--- config.mk ---
export PLATFORM = sky130hd
export DESIGN_NAME = ram_port_arbiter
export DESIGN_NICKNAME = d
export VERILOG_FILES = /design/src/rtl/ram_port_arbiter.sv
export SDC_FILE = /design/constraint.sdc
export NUM_CORES = 1
export LEC_CHECK = 0
export CORE_UTILIZATION = 44
export CTS_BUF_LIST = sky130_fd_sc_hd__clkbuf_8 sky130_fd_sc_hd__clkbuf_16
export CTS_CLUSTER_SIZE = 40
export DETAILED_ROUTE_END_ITERATION = 6
export HOLD_SLACK_MARGIN = 0.1
export PLACE_DENSITY = 0.8
export SLEW_MARGIN = 20
export SYNTH_ARGS = -nofsm -noshare
export SYNTH_HDL_FRONTEND = slang
export SYNTH_SLANG_ARGS = --single-unit
--- constraint.sdc ---
create_clock -name clk_sys -period 3.2 [get_ports clk_sys]
set_input_delay 0.96 -clock clk_sys [delete_from_list [all_inputs] [get_ports clk_sys]]
set_output_delay 0.96 -clock clk_sys [all_outputs]
set_load 0.1 [all_outputs]
--- src/rtl/ram_port_arbiter.sv ---
// Single-port main RAM arbiter: clear engine > CPU slot > byte loader, decided combinationally each cycle.
// Writes land in the cycle they are granted; CPU reads return on cpu_q two clocks after the slot; the loader waits via ld_ready.
module ram_port_arbiter #(
  parameter int          ADDR_W     = 16,
  parameter logic [7:0]  CLR_VAL    = 8'hFF,
  parameter bit          AUTO_CLEAR = 1'b1
) (
  input  logic              clk_sys,
  input  logic              reset,
  input  logic              clr_start,
  output logic              clr_busy,
  input  logic              cpu_ce,
  input  logic              cpu_cs,
  input  logic              cpu_we,
  input  logic [ADDR_W-1:0] cpu_ad,
  input  logic [7:0]        cpu_d,
  output logic [7:0]        cpu_q,
  output logic              cpu_drop,
  input  logic              ld_valid,
  output logic              ld_ready,
  input  logic [ADDR_W-1:0] ld_addr,
  input  logic [7:0]        ld_data,
  output logic [ADDR_W-1:0] ram_addr,
  output logic [7:0]        ram_din,
  output logic              ram_we,
  input  logic [7:0]        ram_dout
);

  typedef enum logic {IDLE, CLEAR} state_t;

  localparam logic [ADDR_W-1:0] CNT_ONE = {{(ADDR_W-1){1'b0}}, 1'b1};

  state_t            state, state_nxt;
  logic [ADDR_W-1:0] cnt, cnt_nxt;
  logic              auto_pend;
  logic [ADDR_W-1:0] addr_hold;
  logic [7:0]        din_hold;
  logic              cpu_rd;
  logic              rd_p1;
  logic              drop_set;

  always_ff @(posedge clk_sys) begin
    if (reset) begin
      state     <= IDLE;
      cnt       <= '0;
      auto_pend <= AUTO_CLEAR;
      addr_hold <= '0;
      din_hold  <= '0;
      rd_p1     <= 1'b0;
      cpu_q     <= 8'h00;
      cpu_drop  <= 1'b0;
    end else begin
      state     <= state_nxt;
      cnt       <= cnt_nxt;
      auto_pend <= 1'b0;
      addr_hold <= ram_addr;
      din_hold  <= ram_din;
      rd_p1     <= cpu_rd;
      // RAM registers the address at the edge after the slot; its data is taken one edge later.
      if (rd_p1)
        cpu_q <= ram_dout;
      if (drop_set)
        cpu_drop <= 1'b1;
    end
  end

  always_comb begin
    state_nxt = state;
    cnt_nxt   = cnt;
    ram_addr  = addr_hold;
    ram_din   = din_hold;
    ram_we    = 1'b0;
    ld_ready  = 1'b0;
    clr_busy  = 1'b0;
    cpu_rd    = 1'b0;
    drop_set  = 1'b0;
    if (reset) begin
      ram_addr = '0;
      ram_din  = '0;
    end else begin
      case (state)
        IDLE: begin
          if (cpu_ce) begin
            ram_addr = cpu_ad;
            ram_din  = cpu_d;
            ram_we   = cpu_cs & cpu_we;
            cpu_rd   = cpu_cs & ~cpu_we;
          end else if (ld_valid) begin
            ld_ready = 1'b1;
            ram_addr = ld_addr;
            ram_din  = ld_data;
            ram_we   = 1'b1;
          end
          // The request is still served as IDLE this cycle; the clear begins on the next one.
          if (clr_start || auto_pend) begin
            state_nxt = CLEAR;
            cnt_nxt   = '0;
          end
        end
        CLEAR: begin
          clr_busy = 1'b1;
          ram_addr = cnt;
          ram_din  = CLR_VAL;
          ram_we   = 1'b1;
          drop_set = cpu_ce & cpu_cs;
          cnt_nxt  = cnt + CNT_ONE;
          if (cnt == {ADDR_W{1'b1}})
            state_nxt = IDLE;
        end
        default: state_nxt = IDLE;
      endcase
    end
  end

endmodule

==> results.sh, run 1 <==
export IMPL_track_usage=0.273
export IMPL_ioPinCount=99
export IMPL_seqCellArea_sq_mm=0.00104
export IMPL_syn_inst=300
export IMPL_placed_cells=467
export IMPL_grt_max_degree=32
export IMPL_final_cell_mix="clkdlybuf4s50_1, dfxtp_1, mux2i_1, nor2_1, buf_4"
export IMPL_max_stage_delay_ns=0.42
export IMPL_grt_pass1_vias=2676
export IMPL_slew_viol_final=0
export IMPL_worstSetupStartpointType="input pin"
export IMPL_route_detailed_drc=0
export IMPL_antenna_found_initial=0
export IMPL_syn_nets=364
export IMPL_core_area_sq_mm=0.00557
export IMPL_cp_slowest_cell="clkdlybuf4s50_1"
export IMPL_power_total_uw=1700
export IMPL_drt_wl_total_um=8250
export IMPL_status="finished, final reports clean"
export IMPL_endpoint_kind="output pin"
export IMPL_cts_sinks=52
export IMPL_viasPerCell=5.37
export IMPL_overflow=0
export IMPL_synth_top_area_frac=0.402
export IMPL_rsz0062_at_grt="yes"
export IMPL_layout_setup_ws_ns=0.0350
export IMPL_period_share=0.989
export IMPL_synth_area_leaders="dfxtp_1, mux2i_1, nor2_1"
export IMPL_vias=2603
export IMPL_relSlewSlack=0.613
export IMPL_cts_tree="yes"
export IMPL_nets=477
export IMPL_crit_top_cell="mux2i_1"
export IMPL_first_iter_violations=67
export IMPL_crit_required_ns=2.24
export IMPL_ys_warn_count=0
export IMPL_crit_fanout=2
export IMPL_cts_max_level=2
export IMPL_holdBufCountCts=0
export IMPL_die_w_um=78.7
export IMPL_clockBufferDepth=2
export IMPL_min_period_ns=3.16
export IMPL_drt_first_pass_iters=4
export IMPL_p_per_area_mw_per_mm2=372
export IMPL_max_freq_mhz=316
export IMPL_drive_gt1_frac=0.320
export IMPL_vdd_drop_max_v=0.000278
export IMPL_cts_made_buffers=5
export IMPL_syn_area_per_cell_sq_um=8.62
export IMPL_clockRootBuffer="clkbuf_8"
export IMPL_dp_hpwl_um=5340
export IMPL_hp_class="reg -> reg"
export IMPL_final_setup_viol_count=0
export IMPL_ant_nets=0
export IMPL_nFillCells=317
export IMPL_multi_input_area_sq_mm=0.00178
export IMPL_hold_viol=0
export IMPL_leakage_uw=0.00181
export IMPL_die_area_sq_mm=0.00619
export IMPL_cap_violations=0
export IMPL_netlist_area_sq_mm=0.00259
export IMPL_crit_chain="clkdlybuf4s50_1, mux2i_1, o21ai_0, mux2i_1, nor2_4, buf_12"
export IMPL_clk_latency_ns=0.30
export IMPL_path_clk_slew_ns=0.08
export IMPL_grt_pass1_wl_um=13000
export IMPL_wl_per_cell_um=17.0
export IMPL_fin_cells=485
export IMPL_synth_top_area_cell="dfxtp_1"
export IMPL_gp_congestion=0.905
export IMPL_yosysSeqAreaShare=0.402
export IMPL_worstSetupPathType="in -> out"
export IMPL_antenna_cells=0
export IMPL_syn_to_final_growth_pct=77.0
export IMPL_fp_row_count=27
export IMPL_layout_commonest_cell="clkdlybuf4s50_1"
export IMPL_worst_slew_pin_transition_ns=0.580
export IMPL_finClkSkew_ns=0.00551
export IMPL_io_buffers=98
export IMPL_dpl_worst_slack_ns=-0.409
export IMPL_dieHeight_um=78.7
export IMPL_start_util=0.464
export IMPL_cp_arrival_ns=2.20
export IMPL_ys_seq_elements=52
export IMPL_ys_types=38
-- layer usage --
metal,up-vias,routed length (um),track usage
met1,1231,3330,0.320
met5,-,0,0
met4,0,183,0.0944
li1,1272,-,-
met2,84,4180,0.486
met3,16,559,0.0558
-- final cells by class --
class	instances	area share
clock buffer	7	0.0210
inverter	3	0.00246
multi-input combinational	221	0.388
sequential	52	0.227
tap	72	0.0197
timing repair buffer	130	0.341
-- cell families (layout without fill, tap and decap cells) --
logic type,count (synthesis),count (layout),share of synthesized area
and+or+nand+nor,106,106,0.187
muxes,60,60,0.237
DFF,52,52,0.402
AOI/OAI and AO/OA,51,51,0.116
buffers and inverters,27,140,0.0430
xor gates and xnor gates,3,3,0.0102
adders and majority gates,1,1,0.00483
-- sequential cells by signal, indices dropped and copies added, names as in the netlist --
| signal | cells |
|---|---|
| addr_hold | 16 |
| auto_pend | 1 |
| cnt | 16 |
| cpu_drop | 1 |
| cpu_q | 8 |
| din_hold | 8 |
| rd_p1 | 1 |
| state | 1 |
-- worst paths after layout --
check / from / to / slack [ns] / cells after the start
worst max-delay path: ld_addr[13] / ram_addr[13] / 0.04 / 6
worst min-delay path: cpu_drop$_SDFFE_PP0P_ / cpu_drop$_SDFFE_PP0P_ / 0.49 / 2
worst max register to register: cnt[0]$_SDFFE_PP0P_ / cnt[12]$_SDFFE_PP0P_ / 1.41 / 5
worst min register to register: cpu_drop$_SDFFE_PP0P_ / cpu_drop$_SDFFE_PP0P_ / 0.49 / 2
-- metrics by stage --
| step | utilization | area (sq um) | hold WS (ns) | setup TNS, ns |
|---|---|---|---|---|
| CTS | 0.814 | 4540 | 0.500 | -0.107 |
| global route | 0.822 | 4580 | 0.549 | -0.0646 |
| floorplan | - | 2830 | 0.465 | -0.128 |
| detailed placement | 0.761 | 4240 | 0.468 | -7.86 |
| global placement | 0.761 | 4240 | 0.464 | -7.01 |
| finish | 0.822 | 4580 | 0.493 | 0 |
-- synthesized netlist by cell type --
master and number:
buf_6 1, nand2_1 24, nor3_1 1, a21oi_1 21, o41ai_1 2, clkbuf_1 15, o311ai_0 3, or4_1 2
mux2i_1 50, or3_2 1, nand4_1 4, xnor2_1 1, nand2b_1 2, nand3_2 2, ha_1 1, mux2_2 10
or2_2 1, a311oi_1 2, o31a_2 1, nor4_1 1, nor2b_1 4, inv_1 3, and3_2 1, dfxtp_1 52
buf_2 2, a22oi_1 1, or2_1 1, o21bai_1 1, and4_1 2, nor2_1 52, nand3_1 6, buf_1 6
o21ai_0 16, o211ai_1 3, a31oi_1 1, and3_1 1, nor3b_1 1, xor2_1 2
-- timing repair --
action                                  in CTS  in global routing
gates cloned                                 2                  0
endpoints found under the setup margin      26                 16
buffers inserted                             6                  5
pin swaps                                    2                 11
gates resized for setup                     32                 15
-- report_power, final --
group          switching (uW)  internal, uW  total, uW
registers                9.66           671        680
clock network             203           193        395
logic                     353           275        628
-- critical path: cells and delay by family --
kind	cells	cell delay [ns]
mux	2	0.48
compound gates	1	0.10
buf+inv	2	0.59
simple gates	1	0.06
Power figures use the tool's default switching activity.
==> run 2: changes to the inputs <==
==> constraint.sdc (replaced) <==
create_clock -name clk_sys -period 3.2 [get_ports clk_sys]
set_input_delay 0.48 -clock clk_sys [delete_from_list [all_inputs] [get_ports clk_sys]]
set_output_delay 0.48 -clock clk_sys [all_outputs]
set_load 0.1 [all_outputs]
==> run 2 against run 1 <==
  * Clock-buffer cell count shrank 2
  * Wire length shrank 18%
  * Sequential cell count unchanged
  * Sequential power about the same
  * Sequential share of layout area increased by 3.4 points
  * Via count decreased by 5.9%
  * Utilization is 11 points lower
  * Non-clock buffer count down 26
  * Global-route usage down 4.5 points
  * Critical path type unchanged
  * Critical endpoint is now ram_din[3]
  * Largest cell class unchanged
==> results.sh, run 2 (same netlist as run 1, synthesis figures left out) <==
export IMPL_status="finished, final reports clean"
export IMPL_setup_tns_ns=0
export IMPL_multi_input_area_sq_mm=0.00147
export IMPL_nets=451
export IMPL_max_stage_delay_ns=0.46
export IMPL_use_met1=0.288
export IMPL_syn_to_final_growth_pct=54.2
export IMPL_ant_nets=0
export IMPL_wl_per_cell_um=14.7
export IMPL_met3_usage=0.0663
export IMPL_post_cts_buffers=0
export IMPL_clk_latency_ns=0.31
export IMPL_final_cell_mix="clkdlybuf4s50_1, nor2_1, dfxtp_1, mux2i_1, buf_12"
export IMPL_antenna_cells=0
export IMPL_crit_required_ns=2.72
export IMPL_grt_max_degree=45
export IMPL_period_share=0.845
export IMPL_io_buffers=98
export IMPL_cts_sinks=52
export IMPL_cap_violations=0
export IMPL_gr_max_usage_layer="met2"
export IMPL_grt_pass1_wl_um=11000
export IMPL_endpoint_kind="output pin"
export IMPL_nFillCells=424
export IMPL_clockRootBuffer="clkbuf_8"
export IMPL_path_depth=6
export IMPL_internal_power_uw=1030
export IMPL_first_iter_violations=81
export IMPL_crit_chain="clkdlybuf4s50_1, buf_4, mux2_2, mux2i_1, a21oi_2, buf_12"
export IMPL_clockBufferDepth=2
export IMPL_fp_row_count=27
export IMPL_rsz0062_at_grt="no"
export IMPL_cp_num_buf_inv=3
export IMPL_startpoint="ld_valid"
export IMPL_vias=2449
export IMPL_cts_max_level=2
export IMPL_largestRegisters="addr_hold x16, cnt x16"
export IMPL_switching_share=0.336
export IMPL_layout_commonest_cell="clkdlybuf4s50_1"
export IMPL_ioPinCount=99
export IMPL_drt_wl_total_um=6770
export IMPL_worstReg2RegStart="state$_SDFF_PP0_"
export IMPL_vdd_drop_max_v=0.000343
export IMPL_dp_hpwl_um=5030
export IMPL_leakage_uw=0.00158
export IMPL_grt_pass1_vias=2354
export IMPL_die_area_sq_mm=0.00619
export IMPL_cts_made_buffers=5
export IMPL_max_freq_mhz=370
export IMPL_final_setup_viol_count=0
export IMPL_seqCellArea_sq_mm=0.00104
export IMPL_antenna_found_initial=0
export IMPL_design_area_sq_mm=0.00399
export IMPL_route_detailed_drc=0
export IMPL_worstSetupPathType="in -> out"
export IMPL_cts_tree="yes"
export IMPL_cts_resized=0
export IMPL_dieHeight_um=78.7
export IMPL_worstSetupStartpointType="input pin"
export IMPL_min_period_ns=2.70
export IMPL_hold_path_depth=2
export IMPL_cp_slowest_cell="clkdlybuf4s50_1"
export IMPL_p_per_area_mw_per_mm2=389
export IMPL_drt_first_pass_iters=4
export IMPL_worst_slew_pin_transition_ns=0.981
export IMPL_die_w_um=78.7
export IMPL_reg2reg_depth=4
export IMPL_comb_power_share=0.320
export IMPL_grt_use_met2=0.380
export IMPL_drive_gt1_frac=0.168
export IMPL_hold_start="cpu_drop$_SDFFE_PP0P_"
export IMPL_slew_viol_final=0
export IMPL_cp_top_family="buffers and inverters"
export IMPL_holdBufCountCts=0
export IMPL_overflow=0
export IMPL_relSlewSlack=0.344
export IMPL_p_seq_frac=0.440
export IMPL_gp_congestion=0.755
export IMPL_switchingPower_uw=522
export IMPL_p_clk_frac=0.240
export IMPL_start_util=0.464
export IMPL_finClkSkew_ns=0.0120
export IMPL_cp_arrival_ns=2.22
export IMPL_hp_class="reg -> reg"
export IMPL_track_usage=0.228
export IMPL_viasPerCell=5.32
export IMPL_crit_fanout=25
export IMPL_hold_viol=0
export IMPL_placed_area_sq_mm=0.00390
export IMPL_core_area_sq_mm=0.00557
export IMPL_path_clk_slew_ns=0.09
## run 2: cell count changes in the layout (fill, tap and decap cells not counted), moves of 5 or more
cell             previous run  this run
buf_4                      35         6
nor2_1                     35        52
mux2i_4                     8         0
clkdlybuf4s50_1            54        70
dlymetal6s2s_1              5         0
nor2_4                     17         0
o21ai_0                     4        16
a21oi_4                     8         0
mux2i_1                    41        50
a21oi_2                     0         7
o21ai_1                    10         0
## run 2: area by class of cell
class,instances,share of cell area
Sequential cell,52,0.261
Multi-Input combinational cell,221,0.368
Tap cell,72,0.0226
Timing Repair Buffer,104,0.324
Clock buffer,5,0.0173
Clock inverter,3,0.00502
Inverter,3,0.00282
## run 2: worst paths after layout
path / to / slack, ns
max: ram_din[3] / 0.50
min: cpu_drop$_SDFFE_PP0P_ / 0.48
max reg2reg: cnt[14]$_SDFFE_PP0P_ / 1.25
min reg2reg: cpu_drop$_SDFFE_PP0P_ / 0.48
## run 2: through the flow
| stage | power [uW] | utilization | worst slack [ns] | hold slack (ns) | instances |
|---|---|---|---|---|---|
| after detailed placement | 1200 | 0.700 | 0.493 | 0.471 | 452 |
| after global placement | 1190 | 0.700 | 0.537 | 0.457 | 452 |
| final | 1550 | 0.716 | 0.497 | 0.480 | 460 |
| after CTS | 1570 | 0.716 | 0.493 | 0.491 | 460 |
| after global routing | 1620 | 0.716 | 0.360 | 0.538 | 460 |
| after floorplan | 992 | - | 0.123 | 0.465 | 300 |
## run 2: power by group through the flow
stage / sequential [uW] / clock (uW) / combinational (uW)
3_3_place_gp: 697 / 0 / 492
5_1_grt: 687 / 417 / 521
2_1_floorplan: 708 / 0 / 284
6_report: 683 / 372 / 497
4_1_cts: 683 / 383 / 499
3_5_place_dp: 699 / 0 / 497
## run 2: metal layers
layer / wire, um / up-vias / share of wire
met3: 493 / 11 / 0.073
met4: 85 / 0 / 0.013
li1: - / 1224 / -
met2: 3180 / 75 / 0.47
met1: 3000 / 1139 / 0.44
met5: 0 / - / 0
## run 2: worst register-to-register path, cell delays in order, from the launching register on
cell	delay, ns
dfxtp_1	0.70
nand3_2	0.16
or2_1	0.35
or4_1	0.54
a21oi_1	0.14
==> run 3: changes to the inputs <==
==> constraint.sdc (replaced) <==
create_clock -name clk_sys -period 2.5 [get_ports clk_sys]
set_input_delay 0.375 -clock clk_sys [delete_from_list [all_inputs] [get_ports clk_sys]]
set_output_delay 0.375 -clock clk_sys [all_outputs]
set_load 0.1 [all_outputs]
==> run 3 against run 2 <==
  * Total power is 31% higher
  * Sequential power grew 27%
  * Clock-buffer cell count is the same
  * Clock skew up 0.00050 ns
  * Wire length rose by 3.9%
  * Critical path depth stayed put
  * Via count is 0.41% higher
  * Non-clock buffer count rose by 1
  * Sequential share of layout area is 0.55 points lower
  * First-iteration DRC count is 19% higher
  * Critical endpoint unchanged
==> results.sh, run 3 (same netlist as run 1, synthesis figures left out) <==
export IMPL_fin_util=0.731
export IMPL_overflow=0
export IMPL_first_iter_violations=96
export IMPL_syn_to_final_growth_pct=57.5
export IMPL_cts_max_level=2
export IMPL_ant_nets=0
export IMPL_start_util=0.464
export IMPL_cts_sinks=52
export IMPL_setup_tns_ns=0
export IMPL_wl_per_cell_um=15.2
export IMPL_worst_slew_pin_transition_ns=0.509
export IMPL_hp_class="in -> reg"
export IMPL_clk_latency_ns=0.31
export IMPL_crit_fanout=25
export IMPL_min_to="cnt[5]$_SDFFE_PP0P_"
export IMPL_drt_wl_total_um=7030
export IMPL_cts_tree="yes"
export IMPL_vias=2459
export IMPL_drive_gt1_frac=0.242
export IMPL_cp_num_buf_inv=3
export IMPL_post_cts_buffers=0
export IMPL_max_freq_mhz=417
export IMPL_hold_viol=0
export IMPL_hold_start="reset"
export IMPL_relSlewSlack=0.658
export IMPL_cts_made_buffers=5
export IMPL_status="finished, final reports clean"
export IMPL_dieHeight_um=78.7
export IMPL_grt_max_degree=45
export IMPL_hold_worst_slack_ns=0.412
export IMPL_die_w_um=78.7
export IMPL_placed_cells=453
export IMPL_track_usage=0.231
export IMPL_vdd_drop_max_v=0.000430
export IMPL_slew_viol_final=0
export IMPL_reg2reg_depth=5
export IMPL_core_area_sq_mm=0.00557
export IMPL_clockBufferDepth=2
export IMPL_die_area_sq_mm=0.00619
export IMPL_path_depth=6
export IMPL_final_cell_mix="clkdlybuf4s50_1, dfxtp_1, mux2i_1, nor2_1, buf_12"
export IMPL_endpoint_kind="output pin"
export IMPL_finClkSkew_ns=0.0125
export IMPL_worstSetupPathType="in -> out"
export IMPL_antenna_found_initial=0
export IMPL_fin_cells=461
export IMPL_p_per_area_mw_per_mm2=501
export IMPL_path_clk_slew_ns=0.11
export IMPL_grt_pass1_wl_um=11200
export IMPL_antenna_cells=0
export IMPL_nets=452
export IMPL_crit_required_ns=2.12
export IMPL_gp_congestion=0.838
export IMPL_worstSetupStartpointType="input pin"
export IMPL_leakage_uw=0.00162
export IMPL_grt_pass1_vias=2340
export IMPL_worstReg2RegStart="cnt[0]$_SDFFE_PP0P_"
export IMPL_viasPerCell=5.33
export IMPL_rsz0062_at_grt="no"
export IMPL_fp_row_count=27
export IMPL_power_total_uw=2040
export IMPL_cts_resized=0
export IMPL_ioPinCount=99
export IMPL_min_period_ns=2.40
export IMPL_max_stage_delay_ns=0.53
export IMPL_cp_top_family="buffers and inverters"
export IMPL_crit_chain="clkdlybuf4s50_1, buf_12, mux2_2, mux2i_1, a21oi_2, buf_12"
export IMPL_dp_hpwl_um=5290
export IMPL_layout_commonest_cell="clkdlybuf4s50_1"
export IMPL_largestRegisters="addr_hold x16, cnt x16"
export IMPL_cap_violations=0
export IMPL_holdBufCountCts=0
export IMPL_clockRootBuffer="clkbuf_8"
export IMPL_period_share=0.958
export IMPL_cp_slowest_cell="clkdlybuf4s50_1"
export IMPL_r2r_end="cnt[14]$_SDFFE_PP0P_"
export IMPL_drt_first_pass_iters=5
export IMPL_r2r_slack_ns=0.67
export IMPL_io_buffers=98
export IMPL_hold_path_depth=2
export IMPL_cp_arrival_ns=2.02
export IMPL_route_detailed_drc=0
export IMPL_final_setup_viol_count=0
export IMPL_crit_top_cell="buf_12"
run 3: cell count changes in the layout (fill, tap and decap cells not counted), sizes merged:
cell,change
inv,+1
buf,+10
clkinv,-1
clkdlybuf4s50,-9
run 3: worst reg2reg max path: stages (launching register included):
cell     delay (ns)
dfxtp_1        0.43
ha_1           0.23
nand3_2        0.09
or2_1          0.33
or4_1          0.53
a21oi_1        0.15
run 3: worst max-delay path by stage:
stage	from	endpoint	slack (ns)
after floorplan	ld_valid	ld_ready	-0.16
after global placement	ld_valid	ram_din[5]	0.20
after detailed placement	ld_valid	ram_din[1]	0.11
after CTS	ld_valid	ram_din[1]	0.1
after global routing	ld_valid	ram_din[1]	0.05
final	ld_valid	ram_din[3]	0.10
run 3: where the power goes:
part | switching [uW] | leakage (uW) | internal, uW
Sequential | 11.6 | 0.000425 | 859
Clock | 298 | 0.0000452 | 205
Combinational | 387 | 0.00115 | 279
run 3: routing by layer:
metal / routed length, um / vias to the layer above / share of wire / track usage
li1: - / 1224 / - / -
met1: 3120 / 1154 / 0.44 / 0.305
met2: 3410 / 76 / 0.49 / 0.391
met3: 451 / 5 / 0.064 / 0.0419
met4: 46 / 0 / 0.0065 / 0.0444
met5: 0 / - / 0 / 0
run 3: area by class of cell:
| type | count | area (sq um) |
|---|---|---|
| clock inverters | 3 | 25.0 |
| clock buffers | 5 | 68.8 |
| inverters | 3 | 11.3 |
| repair buffers | 105 | 1330 |
| fillers | 446 | 1500 |
| flip-flops and latches | 52 | 1040 |
| well taps | 72 | 90.1 |
| multi-input cells | 221 | 1510 |
run 3: per-stage QoR:
step           cell area (sq um)  worst slack, ns
5_1_grt                     4080           0.0477
3_3_place_gp                3980            0.200
2_1_floorplan               2670           -0.161
3_5_place_dp                3980            0.109
6_report                    4080            0.104
4_1_cts                     4080           0.0983
